**src/rtl/cdb_broadcast_arbiter_pkg.sv**
```systemverilog
// Shared types and constants for the common-data-bus broadcast arbiter.
package cdb_pkg;

  localparam int N_FU_DEFAULT  = 4;
  localparam int WIDTH_DEFAULT = 31;
  localparam int ROB_DEFAULT   = 2;
  localparam int DEPTH_DEFAULT = 2;

  // Functional-unit slots on the bus
  localparam int ALU_FU    = 0;
  localparam int BRANCH_FU = 1;
  localparam int MEM_FU    = 2;
  localparam int MUL_FU    = 3;

  typedef struct packed {
    logic        [ROB_DEFAULT:0]   rob;
    logic signed [WIDTH_DEFAULT:0] value;
  } cdb_entry_t;

  // Round-robin successor of a source index, wrapping at n
  function automatic int rr_next(input int idx, input int n);
    return (idx + 1 >= n) ? 0 : idx + 1;
  endfunction

endpackage

```
**src/rtl/cdb_broadcast_arbiter_fifo.sv**
```systemverilog
// Per-FU result FIFO. Head entry is always visible on dout; flush and
// reset both empty it. Push is refused while full, even if popping.
module cdb_result_fifo
  import cdb_pkg::*;
#(
  parameter int W     = ROB_DEFAULT + WIDTH_DEFAULT + 2,
  parameter int DEPTH = DEPTH_DEFAULT
) (
  input  logic         clk,
  input  logic         globalReset,
  input  logic         flush,
  input  logic         push,
  input  logic         pop,
  input  logic [W-1:0] din,
  output logic [W-1:0] dout,
  output logic         empty,
  output logic         full
);

  localparam int AW = $clog2(DEPTH);

  logic [W-1:0]  mem_q [DEPTH];
  logic [AW-1:0] wr_q;
  logic [AW-1:0] rd_q;
  logic [AW:0]   cnt_q;
  logic          push_s;
  logic          pop_s;

  assign push_s = push & ~full;
  assign pop_s  = pop & ~empty;
  assign dout   = mem_q[rd_q];
  assign empty  = (cnt_q == (AW+1)'(0));
  assign full   = (cnt_q == (AW+1)'(DEPTH));

  // Pointer and occupancy bookkeeping; pointers wrap naturally (DEPTH is a power of two)
  always_ff @(posedge clk) begin
    if (globalReset || flush) begin
      wr_q  <= '0;
      rd_q  <= '0;
      cnt_q <= '0;
    end else begin
      if (push_s) begin
        wr_q <= wr_q + AW'(1);
      end
      if (pop_s) begin
        rd_q <= rd_q + AW'(1);
      end
      cnt_q <= cnt_q + (AW+1)'(push_s) - (AW+1)'(pop_s);
    end
  end

  // Storage write; contents are don't-care while the slot is not occupied
  always_ff @(posedge clk) begin
    if (push_s && !globalReset && !flush) begin
      mem_q[wr_q] <= din;
    end
  end

endmodule

```
**src/rtl/cdb_broadcast_arbiter.sv**
```systemverilog
// Common-data-bus transmitter: buffers FU results per unit and broadcasts
// one per cycle, chosen round-robin across non-empty FIFOs. N_FU must be >= 2.
module cdb_broadcast_arbiter
  import cdb_pkg::*;
#(
  parameter int N_FU  = N_FU_DEFAULT,
  parameter int WIDTH = WIDTH_DEFAULT,
  parameter int ROB   = ROB_DEFAULT,
  parameter int DEPTH = DEPTH_DEFAULT
) (
  input  logic                      clk,
  input  logic                      globalReset,
  input  logic                      clear,
  input  logic                      validCommit,
  input  logic [N_FU-1:0]           fuValid,
  output logic [N_FU-1:0]           fuReady,
  input  logic [N_FU*(ROB+1)-1:0]   fuRob,
  input  logic [N_FU*(WIDTH+1)-1:0] fuResult,
  output logic                      validBroadcast,
  output logic [ROB:0]              robEntry,
  output logic signed [WIDTH:0]     result,
  output logic [$clog2(N_FU)-1:0]   grantIdx
);

  localparam int IDXW = $clog2(N_FU);
  localparam int EW   = ROB + WIDTH + 2;

  logic              flush_s;
  logic [N_FU-1:0]   empty_s;
  logic [N_FU-1:0]   full_s;
  logic [N_FU-1:0]   push_s;
  logic [N_FU-1:0]   pop_s;
  logic [N_FU-1:0]   req_s;
  logic [N_FU-1:0]   mask_s;
  logic [N_FU-1:0]   hi_req_s;
  logic [EW-1:0]     dout_s [N_FU];
  logic [EW-1:0]     head_s;
  logic              grant_vld_s;
  logic [IDXW-1:0]   grant_idx_s;
  logic [IDXW-1:0]   hi_idx_s;
  logic [IDXW-1:0]   lo_idx_s;

  logic [IDXW-1:0]   rr_q,   rr_d;
  logic              vb_q,   vb_d;
  logic [ROB:0]      rob_q,  rob_d;
  logic signed [WIDTH:0] res_q, res_d;
  logic [IDXW-1:0]   gidx_q, gidx_d;

  assign flush_s = clear & validCommit;
  assign fuReady = ~full_s;
  assign req_s   = ~empty_s;

  genvar gi;
  generate
    for (gi = 0; gi < N_FU; gi++) begin : g_fifo
      assign push_s[gi] = fuValid[gi] & ~full_s[gi] & ~flush_s;
      assign pop_s[gi]  = grant_vld_s & (grant_idx_s == IDXW'(gi)) & ~flush_s;

      cdb_result_fifo #(.W(EW), .DEPTH(DEPTH)) u_fifo (
        .clk         (clk),
        .globalReset (globalReset),
        .flush       (flush_s),
        .push        (push_s[gi]),
        .pop         (pop_s[gi]),
        .din         ({fuRob[gi*(ROB+1) +: (ROB+1)], fuResult[gi*(WIDTH+1) +: (WIDTH+1)]}),
        .dout        (dout_s[gi]),
        .empty       (empty_s[gi]),
        .full        (full_s[gi])
      );
    end
  endgenerate

  // Rotate-mask round-robin: lowest requester at/after rr_q, else lowest overall
  always_comb begin
    mask_s   = '0;
    hi_idx_s = '0;
    lo_idx_s = '0;
    for (int i = 0; i < N_FU; i++) begin
      mask_s[i] = (IDXW'(i) >= rr_q);
    end
    hi_req_s = req_s & mask_s;
    for (int i = N_FU - 1; i >= 0; i--) begin
      if (hi_req_s[i]) begin
        hi_idx_s = IDXW'(i);
      end else begin
        hi_idx_s = hi_idx_s;
      end
      if (req_s[i]) begin
        lo_idx_s = IDXW'(i);
      end else begin
        lo_idx_s = lo_idx_s;
      end
    end
    grant_vld_s = |req_s;
    if (|hi_req_s) begin
      grant_idx_s = hi_idx_s;
    end else begin
      grant_idx_s = lo_idx_s;
    end
  end

  assign head_s = dout_s[grant_idx_s];

  // Next-state of bus outputs and RR pointer; flush wipes them and suppresses the pop
  always_comb begin
    rr_d   = rr_q;
    vb_d   = vb_q;
    rob_d  = rob_q;
    res_d  = res_q;
    gidx_d = gidx_q;
    if (flush_s) begin
      rr_d   = '0;
      vb_d   = 1'b0;
      rob_d  = '0;
      res_d  = '0;
      gidx_d = '0;
    end else if (grant_vld_s) begin
      vb_d   = 1'b1;
      rob_d  = head_s[EW-1 -: (ROB+1)];
      res_d  = head_s[WIDTH:0];
      gidx_d = grant_idx_s;
      rr_d   = IDXW'(rr_next(int'(grant_idx_s), N_FU));
    end else begin
      vb_d   = 1'b0;
    end
  end

  // Output and pointer registers
  always_ff @(posedge clk) begin
    if (globalReset) begin
      rr_q   <= '0;
      vb_q   <= 1'b0;
      rob_q  <= '0;
      res_q  <= '0;
      gidx_q <= '0;
    end else begin
      rr_q   <= rr_d;
      vb_q   <= vb_d;
      rob_q  <= rob_d;
      res_q  <= res_d;
      gidx_q <= gidx_d;
    end
  end

  assign validBroadcast = vb_q;
  assign robEntry       = rob_q;
  assign result         = res_q;
  assign grantIdx       = gidx_q;

endmodule

```
**config.mk**
```make
export PLATFORM = sky130hd
export DESIGN_NAME = cdb_broadcast_arbiter
export DESIGN_NICKNAME = d
export VERILOG_FILES = /design/src/rtl/cdb_broadcast_arbiter_pkg.sv /design/src/rtl/cdb_broadcast_arbiter_fifo.sv /design/src/rtl/cdb_broadcast_arbiter.sv
export SDC_FILE = /design/constraint.sdc
export NUM_CORES = 1
export LEC_CHECK = 0
export ABC_CLOCK_PERIOD_IN_PS = 6000
export CORE_UTILIZATION = 40
export DETAILED_ROUTE_END_ITERATION = 12
export PLACE_DENSITY = 0.6
export RECOVER_POWER = 50
export SYNTH_ARGS = -nofsm -noshare
export SYNTH_HDL_FRONTEND = slang
export SYNTH_SLANG_ARGS = --single-unit
```
**constraint.sdc**
```tcl
create_clock -name clk -period 6 [get_ports clk]
set_input_delay 1.2 -clock clk [delete_from_list [all_inputs] [get_ports clk]]
set_output_delay 1.2 -clock clk [all_outputs]
set_load 0.01 [all_outputs]
```
==> results.md, run 1 <==
- Fin cells: 1682
- Hold Crit Class: reg2reg
- Clk buf depth: 3
- Vias per inst: 5.30
- Crit path DAT: 4.82 ns
- CP top delay family: compound AO/OA/AOI/OAI gates
- Total grt overflow: 0
- Synth top area share: 60.3%
- Period Utilization, post-route: 73.0%
- Drt pass-1 iters: 5
- Final WL: 35.9 mm
- Main synth FF type: edfxtp_1
- Full die area: 35600 sq um
- Vias post-DR: 8922
- Initial antenna violation count: 0
- Max stage delay on crit path: 1.63 ns
- CTS buffer count: 37
- Critical path endpoint category: flop
- Final setup viols: 0
- Rel. slew slack: -78.8%
- Resize count post-CTS: 0
- Synth top area cells: edfxtp_1 (60%), dfxtp_1 (8.6%), mux2i_1 (5.0%)
- Multi-input logic area: 4010 sq um
- Syn nets: 1188
- DRT iter0 DRCs: 675
- Final hold violation count: 0
- Crit path time final: 4.38 ns
- Fin. max-slew vios: 36
- Area Growth Syn to Fin: 25.4%
- CTS Root Cell: clkbuf_16
- Failing checks: capacitance limit, slew limit
- Maximum clock rate: 0.228 GHz
- Critical path type: reg2reg
- CP Buf/Inv Count: 0
- Gpl congestion: 0.879
- Cell variety after synth: 40
- Unrepaired setup endpoints after global routing: no
- Mapped cell area: 13900 sq um
- Number of global-route vias before repair: 8809
- H-Tree Depth: 2
- Core area: 34500 sq um
- Maxcap violations: 1
- Per-cell routed wire length: 21.3 um
- Final core utilization: 50.8%
- Top Ports: 190
- Cts hold-fix bufs: 0
- Synth warnings: 0
- Post-DP HPWL: 24.6 mm
- Leakage power: 0.00587 uW
- Max IR drop VDD: 363 uV
- First-pass GRT wire length: 53.2 mm
- Post-Route Skew: 0.0154 ns
- Fillers: 2982
- Chip height: 189 um
- ANT cells: 0
- Skew-Pair Late Insertion Delay: 0.52 ns
- DRC Markers: 0
- Pin count of the biggest net entering global routing: 72
- Worst-Margin Slew: 2.66 ns
- CP Cell Sequence: or4_1, or3_1, o21ai_1, a21oi_1, nor3_2
- GRT Total Usage: 20.2%
- Post-CTS setup buffer count: 0
- Worst setup SP type: flop
- Reg clk slew, reported paths: 0.06 ns
- Syn_area_per_cell: 13.6 sq um
- FF+latch area: 9610 sq um
- Nets: 1358
- Yosys reg bits: 340
- Post-synth top area cell: edfxtp_1
- Inst Count DP: 1614
- Async set or reset register ratio after synthesis: 0%
- FP Rows: 68
- Number of synthesized flops with an enable pin: 280
- CTS tree: yes
- Critical path peak fanout: 38
- Layout cell share with drive strength beyond 1: 10.3%
- Setup total negative slack: 0 ns
- Die width: 189 um
- Pwr/cell area: 426 nW/um^2
- Sequential area share after synthesis: 68.9%
- Cell with the most instances after synthesis: edfxtp_1
- Most frequent cells after synthesis: edfxtp_1 (280), o21ai_0 (106), a21oi_1 (77), clkbuf_1 (72)
- Cell count after synthesis: 1028
- Port Buffers: 189
- Final ANT Viol Nets: 0
- WP data required: 6.44 ns
- CP max stage cell: o21ai_1
- Status: complete, but fails checks
- Initial Util: 40.5%
- Number of clock sinks: 340
## cell type report
type | instances | area share, %
multi-input combinational | 596 | 22.9
sequential | 340 | 55.0
timing repair buffer | 209 | 11.7
clock inverter | 23 | 0.987
clock buffer | 45 | 5.89
inverter | 14 | 0.300
tap | 455 | 3.26
## logic make-up (layout without fill, tap and decap cells)
logic type      after synthesis  count (layout)  synth area share [%]
flops                       340             340                  68.9
mux                          70              70                  5.02
xor+xnor                     16              16                  1.00
simple gates                237             237                  10.3
buf+inv                      92             291                  2.81
compound gates              261             261                  11.0
fa+ha+maj                    12              12                  1.08
## worst paths after layout
check                             from           to  slack (ns)  cells after the start
min reg2reg                grantIdx[1]  grantIdx[1]        0.47                      2
max reg2reg  g_fifo[1].u_fifo.cnt_q[1]    result[7]        1.62                      5
max          g_fifo[1].u_fifo.cnt_q[1]    result[7]        1.62                      5
min                        grantIdx[1]  grantIdx[1]        0.47                      2
## per-layer routing
layer	vias up	share of wire, %	global-route usage, %
li1	4230	-	-
met1	4380	41	25.7
met2	263	52	35.6
met3	49	5.6	3.43
met4	0	2.0	5.21
met5	-	0	0
## state kept, by name, indices dropped and copies added (netlist names), named ones only
name	flops
result	32
g_fifo.u_fifo.cnt_q	8
g_fifo.u_fifo.wr_q	4
rr_q	2
g_fifo.u_fifo.mem_q	280
robEntry	3
g_fifo.u_fifo.rd_q	4
grantIdx	2
validBroadcast	1
## worst reg2reg max path, cell delays in order, from the launching register on
cell     delay [ns]
dfxtp_1        0.38
or4_1          0.65
or3_1          0.88
o21ai_1        1.63
a21oi_1        0.46
nor3_2         0.29
## power breakdown
group,switching (uW),internal [uW]
clock network,904,1310
logic,1550,767
registers,136,2780
total,2590,4860
## per-stage QoR
step                setup WS (ns)  cell area (sq um)  hold WS (ns)  total power, uW
floorplan                    1.42              13900         0.481             4450
finish                       1.62              17500         0.473             7450
global route                 1.40              17500         0.503             7810
CTS                          2.60              17500         0.477             7530
detailed placement           2.60              16300         0.468             5310
global placement             2.68              16300         0.471             5290
## placed cells by master (no fill, tap or decap), drive strengths merged, types with 13 or more instances in the layout
cell,instances
a21oi,77
clkdlybuf4s50,37
nor2b,70
a211oi,71
inv,16
o21ai,107
dlygate4sd3,152
dfxtp,60
nand2,13
clkinv,18
clkbuf,46
nor2,21
edfxtp,280
buf,19
mux2i,70
nand3,71
nor3,43
Note: power is estimated with default switching activity, not from simulation.
==> run 2: changes to the inputs <==
Settings changed: ABC_CLOCK_PERIOD_IN_PS 6000 to 4510.
Clock period 6 ns to 4.51 ns, I/O delays scaled along.
==> run 2 against run 1 <==
Effect of this change: the run still ends with capacitance limit, slew limit left; cell count fell by 0.12%; sequential cell count is the same; sequential share of layout area about the same; design area barely moved; critical path type is now in2reg; critical endpoint is now g_fifo[2].u_fifo.mem_q[0][23]; largest power group unchanged.
==> results.md, run 2 (synthesis gave the netlist of run 1 again) <==
- Status: complete, but fails checks
- Failing checks: capacitance limit, slew limit
- Core area: 34500 sq um (unchanged)
- Final instance area: 17500 sq um (about the same)
- Pwr/cell area: 568 nW/um^2 (+33%)
- Per-cell routed wire length: 21.0 um (-1.6%)
- Fillers: 2974 (-0.27%)
- CP top delay family: buffers and inverters
- Crit path time final: 3.57 ns
- Worst-Margin Slew: 2.08 ns (-0.585 ns)
- Leakage power: 0.00593 uW (+0.98%)
- Initial Util: 40.5% (unchanged)
- Nets: 1357 (-0.074%)
- Setup total negative slack: 0 ns (unchanged)
- DRT iter0 DRCs: 646 (-4.3%)
- CP Cell Sequence: dlygate4sd3_1, nand2_1, nand3_1, nor3_1, clkbuf_1
- Cts hold-fix bufs: 0 (unchanged)
- Unrepaired setup endpoints after global routing: no
- Crit path DAT: 3.65 ns (-1.17 ns)
- Area Growth Syn to Fin: 25.5% (about the same)
- Fin. max-slew vios: 72 (+100%)
- Pin count of the biggest net entering global routing: 71 (-1.4%)
- Final hold violation count: 0 (unchanged)
- Final WL: 35.3 mm (-1.7%)
- CTS buffer count: 37 (unchanged)
- Full die area: 35600 sq um (unchanged)
- Reg clk slew, reported paths: 0.06 ns (about the same)
- Post-CTS setup buffer count: 0 (unchanged)
- FF+latch area: 9610 sq um (unchanged)
- Vias per inst: 5.25 (-0.96%)
- Maximum clock rate: 0.280 GHz
- Period Utilization, post-route: 79.1%
- H-Tree Depth: 2 (unchanged)
- DRC Markers: 0 (unchanged)
- Max stage delay on crit path: 1.51 ns (-0.12 ns)
- Hold Crit Class: reg2reg
- Final setup viols: 0 (unchanged)
- Total grt overflow: 0 (unchanged)
- Post-Route Skew: 0.0198 ns (+0.00444 ns)
- Critical path type: in2reg
- Number of clock sinks: 340 (unchanged)
- Drt pass-1 iters: 7 (+2)
- Total power: 9940 uW (+33%)
- Dpl cell area: 16300 sq um (about the same)
- Clk buf depth: 3 (unchanged)
- Chip height: 189 um (unchanged)
- CP Buf/Inv Count: 2 (+2)
- WP data required: 4.60 ns (-1.84 ns)
- CTS Root Cell: clkbuf_16
- Vias post-DR: 8826 (-1.1%)
- ANT cells: 0 (unchanged)
- GRT Total Usage: 19.7% (-0.48 points)
- Port Buffers: 189 (unchanged)
- Fin cells: 1680 (-0.12%)
- Inst Count DP: 1613 (-0.062%)
- Layout cell share with drive strength beyond 1: 9.71% (-0.55 points)
- Final ANT Viol Nets: 0 (unchanged)
- Skew-Pair Late Insertion Delay: 0.52 ns (about the same)
- Die width: 189 um (unchanged)
- Worst setup SP type: input pin
- Critical path peak fanout: 35 (-7.9%)
- First-pass GRT wire length: 51.7 mm (-2.8%)
- Rel. slew slack: -38.6% (+40 points)
- Resize count post-CTS: 0 (unchanged)
- Top Ports: 190 (unchanged)
- Max IR drop VDD: 460 uV (+27%)
- FP Rows: 68 (unchanged)
- CP max stage cell: clkbuf_1
- Multi-input logic area: 4020 sq um (+0.12%)
- Top reg by flops: g_fifo.u_fifo.mem_q
- Gpl congestion: 0.882 (+0.36%)
- Post-DP HPWL: 24.4 mm (-0.98%)
- Critical path endpoint category: flop
- CTS tree: yes
- Maxcap violations: 2 (+1)
- Most frequent cells in the layout: edfxtp_1 (280), dlygate4sd3_1 (179), o21ai_0 (106), a21oi_1 (76), nand3_1 (71)
- Initial antenna violation count: 0 (unchanged)
- Max reg flops: 280 (unchanged)
- Number of global-route vias before repair: 8700 (-1.2%)
- Most common cell after layout, fill and taps aside: edfxtp_1
## run 2: cell count changes in the layout (fill, tap and decap cells not counted), sizes merged
cell	change
clkbuf	+10
inv	-1
bufinv	+2
clkinvlp	-1
clkinv	-9
dlygate4sd3	+27
buf	-3
clkdlybuf4s50	-27
## run 2: final cells by class
class                      count  area share, %
clock buffer                  53           6.02
sequential                   340           54.9
clock inverter                14          0.972
inverter                      14          0.300
timing repair buffer         208           11.6
tap                          455           3.25
multi-input combinational    596           23.0
## run 2: layer usage
layer  GRT usage (%)  share of wire, %  vias up
li1                -                 -     4219
met1            24.8                41     4283
met2            35.0                51      274
met3            3.24               5.0       50
met4            5.55               2.3        0
met5               0                 0        -
## run 2: through the flow
stage	worst slack [ns]	utilization [%]	hold slack [ns]
floorplan	0.228	-	0.481
global placement	1.24	47.3	0.453
detailed placement	1.19	47.3	0.449
CTS	1.35	50.9	0.457
global route	0.708	50.8	0.487
finish	0.943	50.8	0.453
## run 2: where the power goes
group | switching [uW] | internal [uW] | leakage [uW]
clock | 1160 | 1860 | 0.000601
combinational | 2010 | 987 | 0.00228
sequential | 231 | 3690 | 0.00305
## run 2: worst reg2reg max path, cell delays in order (launching register included)
cell	delay, ns
dfxtp_1	0.41
or3b_1	0.38
a221oi_2	0.34
or2_1	0.52
inv_1	0.14
ha_1	0.22
and3_1	0.18
ha_1	0.30
inv_1	0.06
ha_1	0.15
xor2_1	0.17
xnor2_1	0.14
nor2_1	0.05
## run 2: path summary, 6_finish.rpt
path	slack (ns)	to	from	cells after the start
setup / recovery	0.94	g_fifo[2].u_fifo.mem_q[0][23]	clear	5
hold / removal	0.45	grantIdx[0]	grantIdx[0]	2
setup reg to reg	1.31	g_fifo[3].u_fifo.cnt_q[1]	rr_q[0]	12
hold reg to reg	0.45	grantIdx[0]	grantIdx[0]	2
==> run 3: changes to the inputs <==
Settings changed: ABC_CLOCK_PERIOD_IN_PS 4510 to 3170, PLACE_DENSITY 0.6 to 0.63.
Clock period 4.51 ns to 3.17 ns, I/O delays scaled along.
==> run 3 against run 2 <==
Effect of this change: the run now ends clean; wire length increased by 3.4%; die area unchanged; critical path type unchanged; cell count increased by 0.12%; combinational power increased by 52%; register-to-register slack got worse by 0.98 ns; sequential share of layout area decreased by 0.20 points; power increased by 41%; via count increased by 1.8%; core utilization increased by 0.19 points.
==> results.md, run 3 (synthesis gave the netlist of run 1 again) <==
- WP data required: 3.41 ns (-1.19 ns)
- Final ANT Viol Nets: 0 (unchanged)
- Die width: 189 um (unchanged)
- Critical path type: in2reg
- Critical path peak fanout: 35 (unchanged)
- Pwr/cell area: 799 nW/um^2 (+41%)
- Unrepaired setup endpoints after global routing: no
- Busiest grt layer: met2
- R2R cell count: 12 (unchanged)
- Post-Route Skew: 0.0121 ns (-0.00772 ns)
- Max stage delay on crit path: 1.03 ns (-0.48 ns)
- Worst setup SP type: input pin
- Full die area: 35600 sq um (unchanged)
- Vias per inst: 5.34 (+1.7%)
- FP Rows: 68 (unchanged)
- Leakage power: 0.00584 uW (-1.4%)
- Vias post-DR: 8988 (+1.8%)
- Post-DP HPWL: 25.5 mm (+4.7%)
- Critical path depth: 6 (+1)
- Inst Count DP: 1621 (+0.50%)
- Maximum clock rate: 0.345 GHz
- Resize count post-CTS: 0 (unchanged)
- DRC Markers: 0 (unchanged)
- Gpl congestion: 0.935 (+6.1%)
- Total grt overflow: 0 (unchanged)
- Hold slack: 0.466 ns (+0.0126 ns)
- Status: completed
- Layout cell share with drive strength beyond 1: 10.0% (+0.31 points)
- Final setup viols: 0 (unchanged)
- CP Buf/Inv Count: 3 (+1)
- Chip height: 189 um (unchanged)
- Most common cell after layout, fill and taps aside: edfxtp_1
- Fin. max-slew vios: 0 (-100%)
- Met1 Use GR: 26.4% (+1.7 points)
- Initial Util: 40.5% (unchanged)
- CTS buffer count: 36 (-2.7%)
- Post-CTS setup buffer count: 0 (unchanged)
- DRT iter0 DRCs: 682 (+5.6%)
- H-Tree Depth: 2 (unchanged)
- Maxcap violations: 0 (-2)
- Initial antenna violation count: 0 (unchanged)
- Met2 Usage GRT: 35.2% (+0.20 points)
- Number of clock sinks: 340 (unchanged)
- Top reg by flops: g_fifo.u_fifo.mem_q
- Max reg flops: 280 (unchanged)
- Clk buf depth: 3 (unchanged)
- Met3 Use GR: 2.91% (-0.34 points)
- Nets: 1364 (+0.52%)
- Fin cells: 1682 (+0.12%)
- Hold Crit Class: reg2reg
- Final core utilization: 51.0% (+0.19 points)
- WHS Path Cells: 2 (unchanged)
- CP max stage cell: clkbuf_1
- Number of global-route vias before repair: 8785 (+0.98%)
- CTS tree: yes
- Final hold violation count: 0 (unchanged)
- Reg clk slew, reported paths: 0.06 ns (about the same)
- Period Utilization, post-route: 91.4%
- Area Growth Syn to Fin: 25.9%
- Worst-Margin Slew: 1.38 ns (-0.697 ns)
- Max IR drop VDD: 538 uV (+17%)
- Pin count of the biggest net entering global routing: 71 (unchanged)
- CTS Root Cell: clkbuf_16
- Final WL: 36.4 mm (+3.4%)
- Most frequent cells in the layout: edfxtp_1 (280), dlygate4sd3_1 (142), o21ai_0 (106), a21oi_1 (76), nand3_1 (71)
- Rel. slew slack: 7.82% (+46 points)
- CP top delay family: buffers and inverters
- Skew-Pair Late Insertion Delay: 0.51 ns (about the same)
- ANT cells: 0 (unchanged)
- CP Cell Sequence: dlygate4sd3_1, nand2_1, nand2b_1, clkbuf_1, nor3_1, buf_12
- Core area: 34500 sq um (unchanged)
- Drt pass-1 iters: 5 (-2)
- GRT Total Usage: 20.3% (+0.55 points)
- First-pass GRT wire length: 52.9 mm (+2.3%)
- Critical path endpoint category: flop
- Top Ports: 190 (unchanged)
- Crit path DAT: 3.14 ns (-0.51 ns)
- Per-cell routed wire length: 21.7 um (+3.2%)
- Cts hold-fix bufs: 0 (unchanged)
- Crit path time final: 2.90 ns
- Port Buffers: 189 (unchanged)
[run 3: per-stage QoR]
step	setup TNS (ns)	instance area (sq um)	total power (uW)	setup slack, ns
3_3_place_gp	0	16500	10200	0.437
6_report	0	17600	14000	0.272
4_1_cts	0	17600	14100	0.385
5_1_grt	0	17600	14700	0.156
3_5_place_dp	0	16500	10200	0.403
2_1_floorplan	-142.26	14000	8430	-0.677
[run 3: where the power goes]
| group | switching (uW) | leakage [uW] | internal, uW |
|---|---|---|---|
| logic | 2990 | 0.00227 | 1580 |
| clock network | 1610 | 0.000520 | 2290 |
| registers | 321 | 0.00305 | 5250 |
[run 3: worst paths after layout]
kind / from / slack (ns) / end
setup reg to reg: rr_q[0] / 0.33 / g_fifo[3].u_fifo.cnt_q[1]
hold / removal: grantIdx[0] / 0.47 / grantIdx[0]
setup / recovery: clear / 0.27 / g_fifo[3].u_fifo.mem_q[0][27]
hold reg to reg: grantIdx[0] / 0.47 / grantIdx[0]
[run 3: routing by layer]
| metal | vias up | part of all wire [%] |
|---|---|---|
| li1 | 4213 | - |
| met1 | 4409 | 42 |
| met2 | 316 | 50 |
| met3 | 50 | 5.8 |
| met4 | 0 | 2.4 |
| met5 | - | 0 |
[run 3: cell type report]
cell class	count	area, sq um
Timing Repair Buffer	216	2210
Multi-Input combinational cell	596	4040
Inverter	14	52.6
Fill cell	2962	16900
Sequential cell	340	9610
Clock buffer	53	1020
Clock inverter	8	63.8
Tap cell	455	569
[run 3: worst reg2reg max path: cells and delay by family (launching register included)]
kind	cells	cell delay [ns]
simple gates	4	0.84
fa+ha+maj	3	0.62
flops	1	0.41
xor+xnor	2	0.35
compound gates	1	0.33
buf+inv	2	0.14
